==> config.mk <==
export PLATFORM = sky130hd
export DESIGN_NAME = demux_scan_ctrl_flat
export DESIGN_NICKNAME = d
export VERILOG_FILES = /design/src/rtl/demux_pkg.sv /design/src/rtl/demux_scan_ctrl_if.sv /design/src/rtl/demux_next_ch.sv /design/src/rtl/demux_scan_ctrl.sv /design/src/flat_wrapper.sv
export SDC_FILE = /design/constraint.sdc
export NUM_CORES = 1
export LEC_CHECK = 0
export BUFFER_PORTS_ARGS = -buffer_cell sky130_fd_sc_hd__buf_2
export CAP_MARGIN = 20
export CORE_ASPECT_RATIO = 0.7
export CORE_UTILIZATION = 39
export CTS_BUF_LIST = sky130_fd_sc_hd__clkbuf_4 sky130_fd_sc_hd__clkbuf_8
export CTS_CLUSTER_SIZE = 12
export DETAILED_ROUTE_END_ITERATION = 8
export PLACE_DENSITY = 0.56
export SLEW_MARGIN = 20
export SYNTH_ARGS = -nofsm -noshare
export SYNTH_HDL_FRONTEND = slang
export SYNTH_SLANG_ARGS = --single-unit
==> constraint.sdc <==
create_clock -name clk -period 3.1 [get_ports clk]
set_clock_uncertainty 0.2 [all_clocks]
set_input_delay 0.62 -clock clk [delete_from_list [all_inputs] [get_ports clk]]
set_output_delay 0.62 -clock clk [all_outputs]
set_load 0.02 [all_outputs]
==> src/rtl/demux_pkg.sv <==
// Shared types and constants for the demux channel scanner.
// next_channel is the reference round-robin search over the live channels.
package demux_pkg;

  localparam int NUM_CH = 6;
  localparam int SEL_W = 3;
  localparam logic [SEL_W-1:0] IDLE_SEL = 3'd7;

  typedef enum logic [1:0] {
    IDLE,
    DWELL,
    GAP
  } state_t;

  // Nearest enabled channel above cur, else the lowest enabled one.
  function automatic logic [SEL_W-1:0] next_channel(
    input logic [NUM_CH-1:0] mask,
    input logic [SEL_W-1:0]  cur
  );
    logic [SEL_W-1:0] lo;
    logic [SEL_W-1:0] hi;
    logic             hf;
    lo = IDLE_SEL;
    hi = IDLE_SEL;
    hf = 1'b0;
    for (int i = NUM_CH - 1; i >= 0; i--) begin
      if (mask[i]) begin
        lo = SEL_W'(i);
        if (i > int'(cur)) begin
          hi = SEL_W'(i);
          hf = 1'b1;
        end
      end
    end
    return hf ? hi : lo;
  endfunction

endpackage

==> src/rtl/demux_scan_ctrl_if.sv <==
// Control and status bundle between a scan master and the scanner.
// The master issues start/stop and config; the scanner drives the demux.
interface demux_scan_ctrl_if #(
  parameter int NUM_CH  = 6,
  parameter int DWELL_W = 16
);
  logic               start;
  logic               stop;
  logic               continuous;
  logic [NUM_CH-1:0]  ch_mask;
  logic [DWELL_W-1:0] dwell;
  logic [2:0]         sel_o;
  logic               gate_o;
  logic               busy;
  logic               done;
  logic               sweep_o;
  logic [2:0]         cur_ch;

  modport master (
    output start, stop, continuous, ch_mask, dwell,
    input  sel_o, gate_o, busy, done, sweep_o, cur_ch
  );

  modport slave (
    input  start, stop, continuous, ch_mask, dwell,
    output sel_o, gate_o, busy, done, sweep_o, cur_ch
  );
endinterface

==> src/rtl/demux_next_ch.sv <==
// Wrap-around priority encoder: nearest enabled channel above cur.
// hi_found is low when the search wrapped to the lowest enabled channel.
module demux_next_ch #(
  parameter int NUM_CH = 6
) (
  input  logic [NUM_CH-1:0]            mask,
  input  logic [demux_pkg::SEL_W-1:0]  cur,
  output logic [demux_pkg::SEL_W-1:0]  nxt,
  output logic                         hi_found
);
  localparam int SW = demux_pkg::SEL_W;

  logic [SW-1:0] lo;
  logic [SW-1:0] hi;

  // Scan downward so the last hit is the lowest match.
  always_comb begin
    lo       = demux_pkg::IDLE_SEL;
    hi       = demux_pkg::IDLE_SEL;
    hi_found = 1'b0;
    for (int i = NUM_CH - 1; i >= 0; i--) begin
      if (mask[i]) begin
        lo = SW'(i);
        if (i > int'(cur)) begin
          hi       = SW'(i);
          hi_found = 1'b1;
        end
      end
    end
    nxt = hi_found ? hi : lo;
  end

endmodule

==> src/rtl/demux_scan_ctrl.sv <==
// Round-robin channel sequencer for the registered 1-to-8 demux.
// Each visit dwells on a channel, then blanks with sel parked on idle.
module demux_scan_ctrl
  import demux_pkg::*;
#(
  parameter int         NUM_CH     = 6,
  parameter int         DWELL_W    = 16,
  parameter int         GAP_CYCLES = 2,
  parameter logic [2:0] IDLE_SEL   = 3'd7
) (
  input logic               clk,
  input logic               rst_n,
  demux_scan_ctrl_if.slave  bus
);

  localparam logic [DWELL_W-1:0] GAP_LAST =
    DWELL_W'(GAP_CYCLES - 1);
  localparam logic [SEL_W-1:0] TOP_CH =
    SEL_W'(NUM_CH - 1);

  state_t             state_q, state_d;
  logic [SEL_W-1:0]   ch_q, ch_d;
  logic [DWELL_W-1:0] cnt_q, cnt_d;
  logic [DWELL_W-1:0] len_q, len_d;
  logic [NUM_CH-1:0]  mask_q, mask_d;
  logic               cont_q, cont_d;
  logic               stop_pend_q, stop_pend_d;

  logic [SEL_W-1:0]   sel_q, sel_d;
  logic               gate_q, gate_d;
  logic               busy_q, busy_d;
  logic               done_q, done_d;
  logic               sweep_q, sweep_d;
  logic [SEL_W-1:0]   cur_q, cur_d;

  logic [SEL_W-1:0]   first_ch;
  logic [SEL_W-1:0]   next_ch;
  logic               next_hi;
  logic               first_hi;
  logic               stop_now;

  // Lowest enabled channel of the live mask input (start/restart).
  demux_next_ch #(.NUM_CH(NUM_CH)) u_first (
    .mask     (bus.ch_mask),
    .cur      (TOP_CH),
    .nxt      (first_ch),
    .hi_found (first_hi)
  );

  // Next channel within the latched mask after the current one.
  demux_next_ch #(.NUM_CH(NUM_CH)) u_next (
    .mask     (mask_q),
    .cur      (ch_q),
    .nxt      (next_ch),
    .hi_found (next_hi)
  );

  assign stop_now = stop_pend_q | bus.stop;

  // Next-state and registered-output logic.
  always_comb begin
    state_d = state_q;
    ch_d    = ch_q;
    cnt_d   = cnt_q;
    len_d   = len_q;
    mask_d  = mask_q;
    cont_d  = cont_q;
    done_d  = 1'b0;
    sweep_d = 1'b0;
    unique case (state_q)
      IDLE: begin
        if (bus.start && !bus.stop) begin
          mask_d = bus.ch_mask;
          cont_d = bus.continuous;
          len_d  = (bus.dwell == '0) ? DWELL_W'(1) : bus.dwell;
          cnt_d  = '0;
          if (|bus.ch_mask) begin
            state_d = DWELL;
            ch_d    = first_ch;
          end else begin
            done_d = 1'b1;
          end
        end
      end
      DWELL: begin
        if (stop_now || cnt_q == len_q - 1'b1) begin
          state_d = GAP;
          cnt_d   = '0;
        end else begin
          cnt_d = cnt_q + 1'b1;
        end
      end
      GAP: begin
        if (cnt_q == GAP_LAST) begin
          cnt_d = '0;
          if (stop_now) begin
            state_d = IDLE;
            done_d  = 1'b1;
          end else if (next_hi) begin
            state_d = DWELL;
            ch_d    = next_ch;
          end else if (cont_q && |bus.ch_mask) begin
            mask_d  = bus.ch_mask;
            state_d = DWELL;
            ch_d    = first_ch;
            sweep_d = 1'b1;
          end else begin
            mask_d  = cont_q ? bus.ch_mask : mask_q;
            state_d = IDLE;
            done_d  = 1'b1;
          end
        end else begin
          cnt_d = cnt_q + 1'b1;
        end
      end
      default: begin
        state_d = IDLE;
        cnt_d   = '0;
      end
    endcase

    if (state_d == IDLE) begin
      stop_pend_d = 1'b0;
    end else begin
      stop_pend_d = stop_pend_q | bus.stop;
    end

    gate_d = (state_d == DWELL);
    busy_d = (state_d != IDLE);
    sel_d  = gate_d ? ch_d : IDLE_SEL;
    cur_d  = gate_d ? ch_d : IDLE_SEL;
  end

  // State, counters and output registers.
  always_ff @(posedge clk or negedge rst_n) begin
    if (!rst_n) begin
      state_q     <= IDLE;
      ch_q        <= '0;
      cnt_q       <= '0;
      len_q       <= '0;
      mask_q      <= '0;
      cont_q      <= 1'b0;
      stop_pend_q <= 1'b0;
      sel_q       <= IDLE_SEL;
      gate_q      <= 1'b0;
      busy_q      <= 1'b0;
      done_q      <= 1'b0;
      sweep_q     <= 1'b0;
      cur_q       <= IDLE_SEL;
    end else begin
      state_q     <= state_d;
      ch_q        <= ch_d;
      cnt_q       <= cnt_d;
      len_q       <= len_d;
      mask_q      <= mask_d;
      cont_q      <= cont_d;
      stop_pend_q <= stop_pend_d;
      sel_q       <= sel_d;
      gate_q      <= gate_d;
      busy_q      <= busy_d;
      done_q      <= done_d;
      sweep_q     <= sweep_d;
      cur_q       <= cur_d;
    end
  end

  assign bus.sel_o   = sel_q;
  assign bus.gate_o  = gate_q;
  assign bus.busy    = busy_q;
  assign bus.done    = done_q;
  assign bus.sweep_o = sweep_q;
  assign bus.cur_ch  = cur_q;

endmodule

==> src/flat_wrapper.sv <==
// flat-port wrapper written by rule: the top's interface ports become plain ports
module demux_scan_ctrl_flat import demux_pkg::*;
#(
  parameter int         NUM_CH     = 6,
  parameter int         DWELL_W    = 16,
  parameter int         GAP_CYCLES = 2,
  parameter logic [2:0] IDLE_SEL   = 3'd7
)
  (clk, rst_n, bus_start, bus_stop, bus_continuous, bus_ch_mask, bus_dwell, bus_sel_o, bus_gate_o, bus_busy, bus_done, bus_sweep_o, bus_cur_ch);
  demux_scan_ctrl_if #(.NUM_CH(NUM_CH), .DWELL_W(DWELL_W)) bus_i ();
  input logic clk;
  input logic rst_n;
  input wire logic [$bits(bus_i.start)-1:0] bus_start;
  input wire logic [$bits(bus_i.stop)-1:0] bus_stop;
  input wire logic [$bits(bus_i.continuous)-1:0] bus_continuous;
  input wire logic [$bits(bus_i.ch_mask)-1:0] bus_ch_mask;
  input wire logic [$bits(bus_i.dwell)-1:0] bus_dwell;
  output wire logic [$bits(bus_i.sel_o)-1:0] bus_sel_o;
  output wire logic [$bits(bus_i.gate_o)-1:0] bus_gate_o;
  output wire logic [$bits(bus_i.busy)-1:0] bus_busy;
  output wire logic [$bits(bus_i.done)-1:0] bus_done;
  output wire logic [$bits(bus_i.sweep_o)-1:0] bus_sweep_o;
  output wire logic [$bits(bus_i.cur_ch)-1:0] bus_cur_ch;
  assign bus_i.start = bus_start;
  assign bus_i.stop = bus_stop;
  assign bus_i.continuous = bus_continuous;
  assign bus_i.ch_mask = bus_ch_mask;
  assign bus_i.dwell = bus_dwell;
  assign bus_sel_o = bus_i.sel_o;
  assign bus_gate_o = bus_i.gate_o;
  assign bus_busy = bus_i.busy;
  assign bus_done = bus_i.done;
  assign bus_sweep_o = bus_i.sweep_o;
  assign bus_cur_ch = bus_i.cur_ch;
  demux_scan_ctrl #(.NUM_CH(NUM_CH), .DWELL_W(DWELL_W), .GAP_CYCLES(GAP_CYCLES), .IDLE_SEL(IDLE_SEL)) u_core (.clk(clk), .rst_n(rst_n), .bus(bus_i));
endmodule
==> impl_results.md, run 1 <==
- Ys async rst share: 1.00
- First-pass GRT wire length: 12400 µm
- Vias in the first global route: 2398
- Finished Layout Cells: 500
- Residual DRC: 0
- DP HPWL: 5680 µm
- Total number of vias: 2697
- Dpl cell area: 3580 µm²
- DR WL/cell: 15.2 µm
- Leading cell types in the layout, fill and taps excluded: dfrtp_1, buf_2, nand2_1
- Clk sink count: 51
- Status: completed
- Pins Over Slew Limit: 0
- Layout Area Growth over Synthesis: 18.6%
- Critical path class: register to register
- Max VDD drop: 423 µV
- Min Tclk post-route: 3.05 ns
- RR Endpoint: u_core.cnt_q[3]
- Worst Reg2Reg Path Length in Cells: 12
- Primary FF master, synth: dfrtp_1
- RD Place Congestion: 0.877
- Worst path top cell family by delay: compound AO/OA/AOI/OAI gates
- Largest net degree at the start of global routing: 52
- Post-synth EDFFs: 0
- Worst skew pair latency: 0.31 ns
- Post-Synthesis Cells: 347
- CP Capture Type: register
- Placed insts: 484
- Die ar.: 8600 µm²
- FF-to-FF Start: u_core.len_q[0]
- Initial Utilization: 0.406
- Yosys reg bits: 51
- Clock transition at path regs: 0.09 ns
- Tightest Pin Transition: 0.712 ns
- Largest fanout on the critical path: 8
- Final hold vios: 0
- Synth cell types: 56
- Max-slew headroom: 0.525
- Fillers: 770
- FMAX: 328 MHz
- Cell Area, Synth: 3210 µm²
- Accumulated negative setup slack: 0 ns
- Num CTS Buffers: 5
- Final period util: 0.983
- Die Y: 77.9 µm
- Critical-path cell list: inv_2 > ha_4 > or4b_4 > nor4_4 > xor2_1 > o31ai_1 > o22ai_2 > o211ai_2 > a21boi_4 > buf_12 > a21o_1 > a22o_1
- Fin area: 3810 µm²
- Leak Pwr: 1.62 nW
- CP Launch Type: register
- Final net count: 432
- GRT overflow: 0
- Commonest non-fill, non-tap cell in the layout: dfrtp_1
- Core area: 7910 µm²
- IO Count: 37
- Reg2Reg Setup Slack: 0.05 ns
- Syn Area/Cell: 9.25 µm²
- CTS tree: built
- Routed Antenna Nets: 0
- Die width: 110 µm
- Slowest library cell on the worst path: or4b_4
- I/O Buffers: 36
- WP buf/inv: 2
- Layout cell share with drive strength beyond 1: 0.301
- Clk root buf: clkbuf_8
- Worst hold-check path type: input pin to async pin
- Critical path origin: u_core.len_q[0]
- 1st-pass router iterations: 4
- DR vias/cell: 5.39
- Critical Path Max Stage Delay: 0.49 ns
- Routed WL: 7590 µm
- Number of diodes: 0
- Site Rows: 27
- Number of hold buffers added after cts: 0
- Net count after synthesis: 381
- Max_cap viols: 0
- RSZ-0062 raised after global routing: yes
- Initial drt markers: 142
- Maximum clock path buffer count: 2
- Power Density: 828 nW/µm²
- Initial antenna violation count: 0
- Global Route Usage Sum: 0.182
- WP data required: 3.11 ns
- Sequential area share after synthesis: 0.399
- Max H-tree Level: 2
- Final setup viols: 0
- Yosys Warn Count: 0
- Critical Path AT: 3.06 ns
## synthesized netlist by cell type (2+ instances only)
| cell type | count | area share |
|---|---|---|
| a211oi_1 | 2 | 0.0047 |
| a21oi_1 | 17 | 0.026 |
| a221o_1 | 2 | 0.0062 |
| a22o_1 | 4 | 0.011 |
| a31oi_1 | 4 | 0.0078 |
| and3_1 | 3 | 0.0058 |
| buf_2 | 2 | 0.0031 |
| buf_4 | 3 | 0.0070 |
| buf_6 | 2 | 0.0070 |
| clkbuf_1 | 13 | 0.015 |
| dfrtp_1 | 48 | 0.37 |
| dfstp_2 | 3 | 0.025 |
| ha_1 | 7 | 0.027 |
| inv_1 | 19 | 0.022 |
| mux2_2 | 23 | 0.081 |
| mux2i_1 | 2 | 0.0062 |
| nand2_1 | 31 | 0.036 |
| nand2b_1 | 6 | 0.012 |
| nand3_1 | 15 | 0.023 |
| nand3b_1 | 7 | 0.016 |
| nand4_1 | 5 | 0.0097 |
| nor2_1 | 26 | 0.030 |
| nor2b_1 | 3 | 0.0058 |
| nor3_1 | 10 | 0.016 |
| nor4_1 | 7 | 0.014 |
| o21ai_0 | 17 | 0.026 |
| o21bai_1 | 2 | 0.0047 |
| o22ai_1 | 8 | 0.016 |
| o311ai_2 | 3 | 0.015 |
| or2_2 | 6 | 0.012 |
| or4_1 | 3 | 0.0070 |
| xnor2_1 | 13 | 0.035 |
| xor2_1 | 8 | 0.022 |
## routing by layer
metal / vias to the layer above / global-route usage / wire, µm
li1: 1342 / - / -
met5: - / 0 / 0
met2: 76 / 0.235 / 2870
met1: 1270 / 0.296 / 4240
met4: 0 / 0.0573 / 93
met3: 9 / 0.0320 / 385
## through the flow
step / worst slack, ns / hold WS [ns] / total power [W] / utilization
floorplan: 0.146 / 0.124 / 0.00217 / -
global placement: 0.138 / 0.317 / 0.00257 / 0.452
detailed placement: 0.0121 / 0.321 / 0.00260 / 0.452
CTS: 0.000971 / 0.247 / 0.00304 / 0.465
global route: -0.0831 / 0.286 / 0.00338 / 0.481
finish: 0.0518 / 0.217 / 0.00315 / 0.481
## logic make-up (layout without fill, tap and decap cells)
logic type      count (synthesis)  count (layout)  synth area share
mux                            25              25            0.0869
xor+xnor                       21              21            0.0573
simple gates                  132             133             0.218
flops                          51              51             0.399
fa+ha+maj                       7               7            0.0273
buf+inv                        39              90            0.0546
compound gates                 72              72             0.157
## worst max-delay path by stage
| stage | to | slack (ns) | depth (start not counted) |
|---|---|---|---|
| floorplan | u_core.cnt_q[13] | 0.15 | 12 |
| global placement | u_core.cnt_q[3] | 0.14 | 12 |
| detailed placement | u_core.cnt_q[9] | 0.01 | 11 |
| CTS | u_core.bus.sel_o[2] | 0.001 | 11 |
| global route | u_core.cnt_q[2] | -0.08 | 12 |
| finish | u_core.cnt_q[3] | 0.05 | 12 |
## flip-flops by register name, indices dropped and copies added, names as in the netlist
register / count
u_core.bus.done: 1
u_core.ch_q: 3
u_core.len_q: 16
u_core.bus.busy: 1
u_core.bus.gate_o: 1
u_core.state_q: 2
u_core.mask_q: 5
u_core.stop_pend_q: 1
u_core.cnt_q: 16
u_core.cont_q: 1
u_core.bus.sweep_o: 1
u_core.bus.sel_o: 3
## final cells by class
class	count	area (µm²)	share of cell area
well taps	101	126	0.0332
inverters	19	71.3	0.0187
multi-input cells	258	1810	0.476
repair buffers	63	413	0.108
clock buffers	8	104	0.0273
flip-flops and latches	51	1280	0.336
## report_power, final
group	internal, W	switching (W)	leakage [nW]
combinational	0.000778	0.000837	0.925
sequential	0.000894	0.000209	0.640
clock	0.000213	0.000220	0.0549
## repair_timing
item                       4_1_cts  5_1_grt
setup endpoints to repair        0       16
buffers inserted                 0        6
resized for setup                0       11
Power figures use the tool's default switching activity.
==> run 2, diff against run 1 <==
ABC_AREA = 1   (was unset)
==> impl_results.md, run 2 <==
- Status: completed
- CP Launch Type: register
- Critical path class: register to register
- I/O Buffers: 36 (unchanged)
- GRT overflow: 0 (unchanged)
- Clock transition at path regs: 0.11 ns (+0.02 ns)
- Layout Area Growth over Synthesis: 11.0%
- Clk root buf: clkbuf_8
- Int Pwr: 0.00172 W (-8.6%)
- Pins Over Slew Limit: 0 (unchanged)
- Largest registers: u_core.cnt_q: 16 flops, u_core.len_q: 16 flops, u_core.mask_q: 5 flops
- CTS tree: built
- Gate power share: 0.481 (-0.031)
- Routed Antenna Nets: 0 (unchanged)
- RD Place Congestion: 0.847 (-3.5%)
- Power Density: 833 nW/µm² (+0.63%)
- Post-CTS resize count: 0 (unchanged)
- Cell Area, Synth: 3470 µm² (+8.1%)
- Layout cell share with drive strength beyond 1: 0.177 (-0.124)
- First-pass GRT wire length: 14200 µm (+14%)
- Max-slew headroom: 0.510 (-0.0149)
- Initial drt markers: 206 (+45%)
- List of most frequent post-synthesis cells: nand2_1, inv_1, dfrtp_1, nor2_1, nand3_1
- Num CTS Buffers: 5 (unchanged)
- CP Capture Type: register
- Routed WL: 8690 µm (+14%)
- Area contributors post-synth: dfrtp_1, nand2_1, inv_1
- Fin area: 3850 µm² (+1.2%)
- Leading area contributor after synthesis: dfrtp_1
- 1st-pass router iterations: 5 (+1)
- Site Rows: 28 (+3.7%)
- Synth cell types: 40 (-29%)
- DR vias/cell: 4.92 (-8.8%)
- Post-Synthesis Cells: 476 (+37%)
- Dpl cell area: 3710 µm² (+3.8%)
- Tightest Pin Transition: 0.734 ns (+0.0215 ns)
- Top cell type's share of synthesized area: 0.346 (-0.0279)
- FMAX: 402 MHz (+22%)
- Yosys Warn Count: 0 (unchanged)
- Fillers: 893 (+16%)
- Syn Area/Cell: 7.29 µm² (-21%)
- Initial antenna violation count: 0 (unchanged)
- Final period util: 0.803 (-0.180)
- Final setup viols: 0 (unchanged)
- Final net count: 541 (+25%)
- Worst hold-check path type: input pin to async pin
- Net count after synthesis: 510 (+34%)
- Final Core Density: 0.451 (-0.0308)
- Switching Fraction: 0.463 (+0.0613)
- Number of diodes: 0 (unchanged)
- Initial Utilization: 0.406 (about the same)
- Max VDD drop: 322 µV (-24%)
- Die Y: 80.9 µm (+3.9%)
- Max H-tree Level: 2 (unchanged)
- Global Route Usage Sum: 0.203 (+0.0205)
- Die width: 115 µm (+3.9%)
- Post-synth EDFFs: 0 (unchanged)
- Primary FF master, synth: dfrtp_1
- Worst skew pair latency: 0.33 ns (+0.02 ns)
- Post-CTS Setup Bufs: 0 (unchanged)
- Total number of vias: 3091 (+15%)
- Yosys reg bits: 51 (unchanged)
- Vias in the first global route: 2799 (+17%)
- Leak Pwr: 1.92 nW (+18%)
- WP data required: 3.10 ns (about the same)
- Max_cap viols: 0 (unchanged)
- Min Tclk post-route: 2.49 ns (-0.559 ns)
- Number of hold buffers added after cts: 0 (unchanged)
- Residual DRC: 0 (unchanged)
- Accumulated negative setup slack: 0 ns (unchanged)
- Top-count cell post-synth: nand2_1
- Clock share of power: 0.177 (+0.039)
- Maximum clock path buffer count: 2 (unchanged)
- RSZ-0062 raised after global routing: no
- Sequential area share after synthesis: 0.369 (-0.0298)
- Largest fanout on the critical path: 16 (+8)
- Ys async rst share: 1.00 (unchanged)
- Critical Path AT: 2.49 ns (-0.57 ns)
- Clk sink count: 51 (unchanged)
- Psw: 0.00149 W (+17%)
- IO Count: 37 (unchanged)
- DP HPWL: 6710 µm (+18%)
- Commonest non-fill, non-tap cell in the layout: nand2_1
- Seq pwr share: 0.342 (-0.008)
- Die ar.: 9280 µm² (+7.9%)
- DR WL/cell: 13.8 µm (-8.9%)
- Leading cell types in the layout, fill and taps excluded: nand2_1, inv_1, dfrtp_1
- Core area: 8550 µm² (+8.1%)
- Largest net degree at the start of global routing: 52 (unchanged)
- Final hold vios: 0 (unchanged)
## run 2: stage by stage
stage	worst slack [ns]	power (W)	hold slack, ns	instances
after floorplan	0.984	0.00229	0.124	476
after global placement	0.517	0.00263	0.279	620
after detailed placement	0.337	0.00264	0.288	620
after CTS	0.322	0.00322	0.219	628
after global routing	0.343	0.00351	0.251	628
final	0.611	0.00321	0.195	628
## run 2: per-layer routing
metal | part of all wire | vias to the layer above | global-route usage
met2 | 0.38 | 73 | 0.272
met3 | 0.064 | 8 | 0.0433
met1 | 0.54 | 1439 | 0.320
li1 | - | 1571 | -
met5 | 0 | - | 0
met4 | 0.010 | 0 | 0.0506
## run 2: kinds of logic after synthesis
logic type	after synthesis	synth area share
flip-flops	51	0.369
AND/OR/NAND/NOR	260	0.344
adder cells (fa/ha/maj)	7	0.0252
XOR/XNOR	25	0.0631
AO/OA/AOI/OAI	54	0.0988
buffers and inverters	79	0.0995
## run 2: final timing paths
check / startpoint / cells after the start / slack, ns / end
worst max-delay path: u_core.len_q[0] / 15 / 0.61 / u_core.cnt_q[13]
worst min-delay path: rst_n / 2 / 0.20 / u_core.bus.gate_o
worst max register to register: u_core.len_q[0] / 15 / 0.61 / u_core.cnt_q[13]
worst min register to register: u_core.mask_q[3] / 2 / 0.30 / u_core.mask_q[3]
max in group asynchronous: rst_n / 2 / 2.06 / u_core.mask_q[3]
min in group clk: u_core.mask_q[3] / 2 / 0.30 / u_core.mask_q[3]
## run 2: cell type report
cell class,instances,area [µm²],area share
Clock buffer,5,68.8,0.0179
Clock inverter,3,67.6,0.0175
Inverter,65,244,0.0633
Multi-Input combinational cell,346,1850,0.479
Sequential cell,51,1280,0.332
Tap cell,120,150,0.0390
Timing Repair Buffer,38,195,0.0507
## run 2: critical path: stages (launching register included)
cell	delay [ns]
dfrtp_1	0.44
inv_2	0.16
ha_1	0.26
nand2_4	0.11
nor2_8	0.15
nand3_1	0.09
nand2_1	0.08
inv_1	0.04
nor2_1	0.07
nand2_1	0.08
nor2_2	0.12
nand2_2	0.08
nand3_2	0.07
o21ai_2	0.07
nand2_4	0.22
o21ai_0	0.11
## run 2: power groups by stage
stage / logic, W / clock network (W) / registers (W)
2_1_floorplan: 0.00121 / 0 / 0.00108
3_3_place_gp: 0.00151 / 0 / 0.00111
3_5_place_dp: 0.00154 / 0 / 0.00110
4_1_cts: 0.00154 / 0.000580 / 0.00110
5_1_grt: 0.00177 / 0.000605 / 0.00113
6_report: 0.00154 / 0.000566 / 0.00110
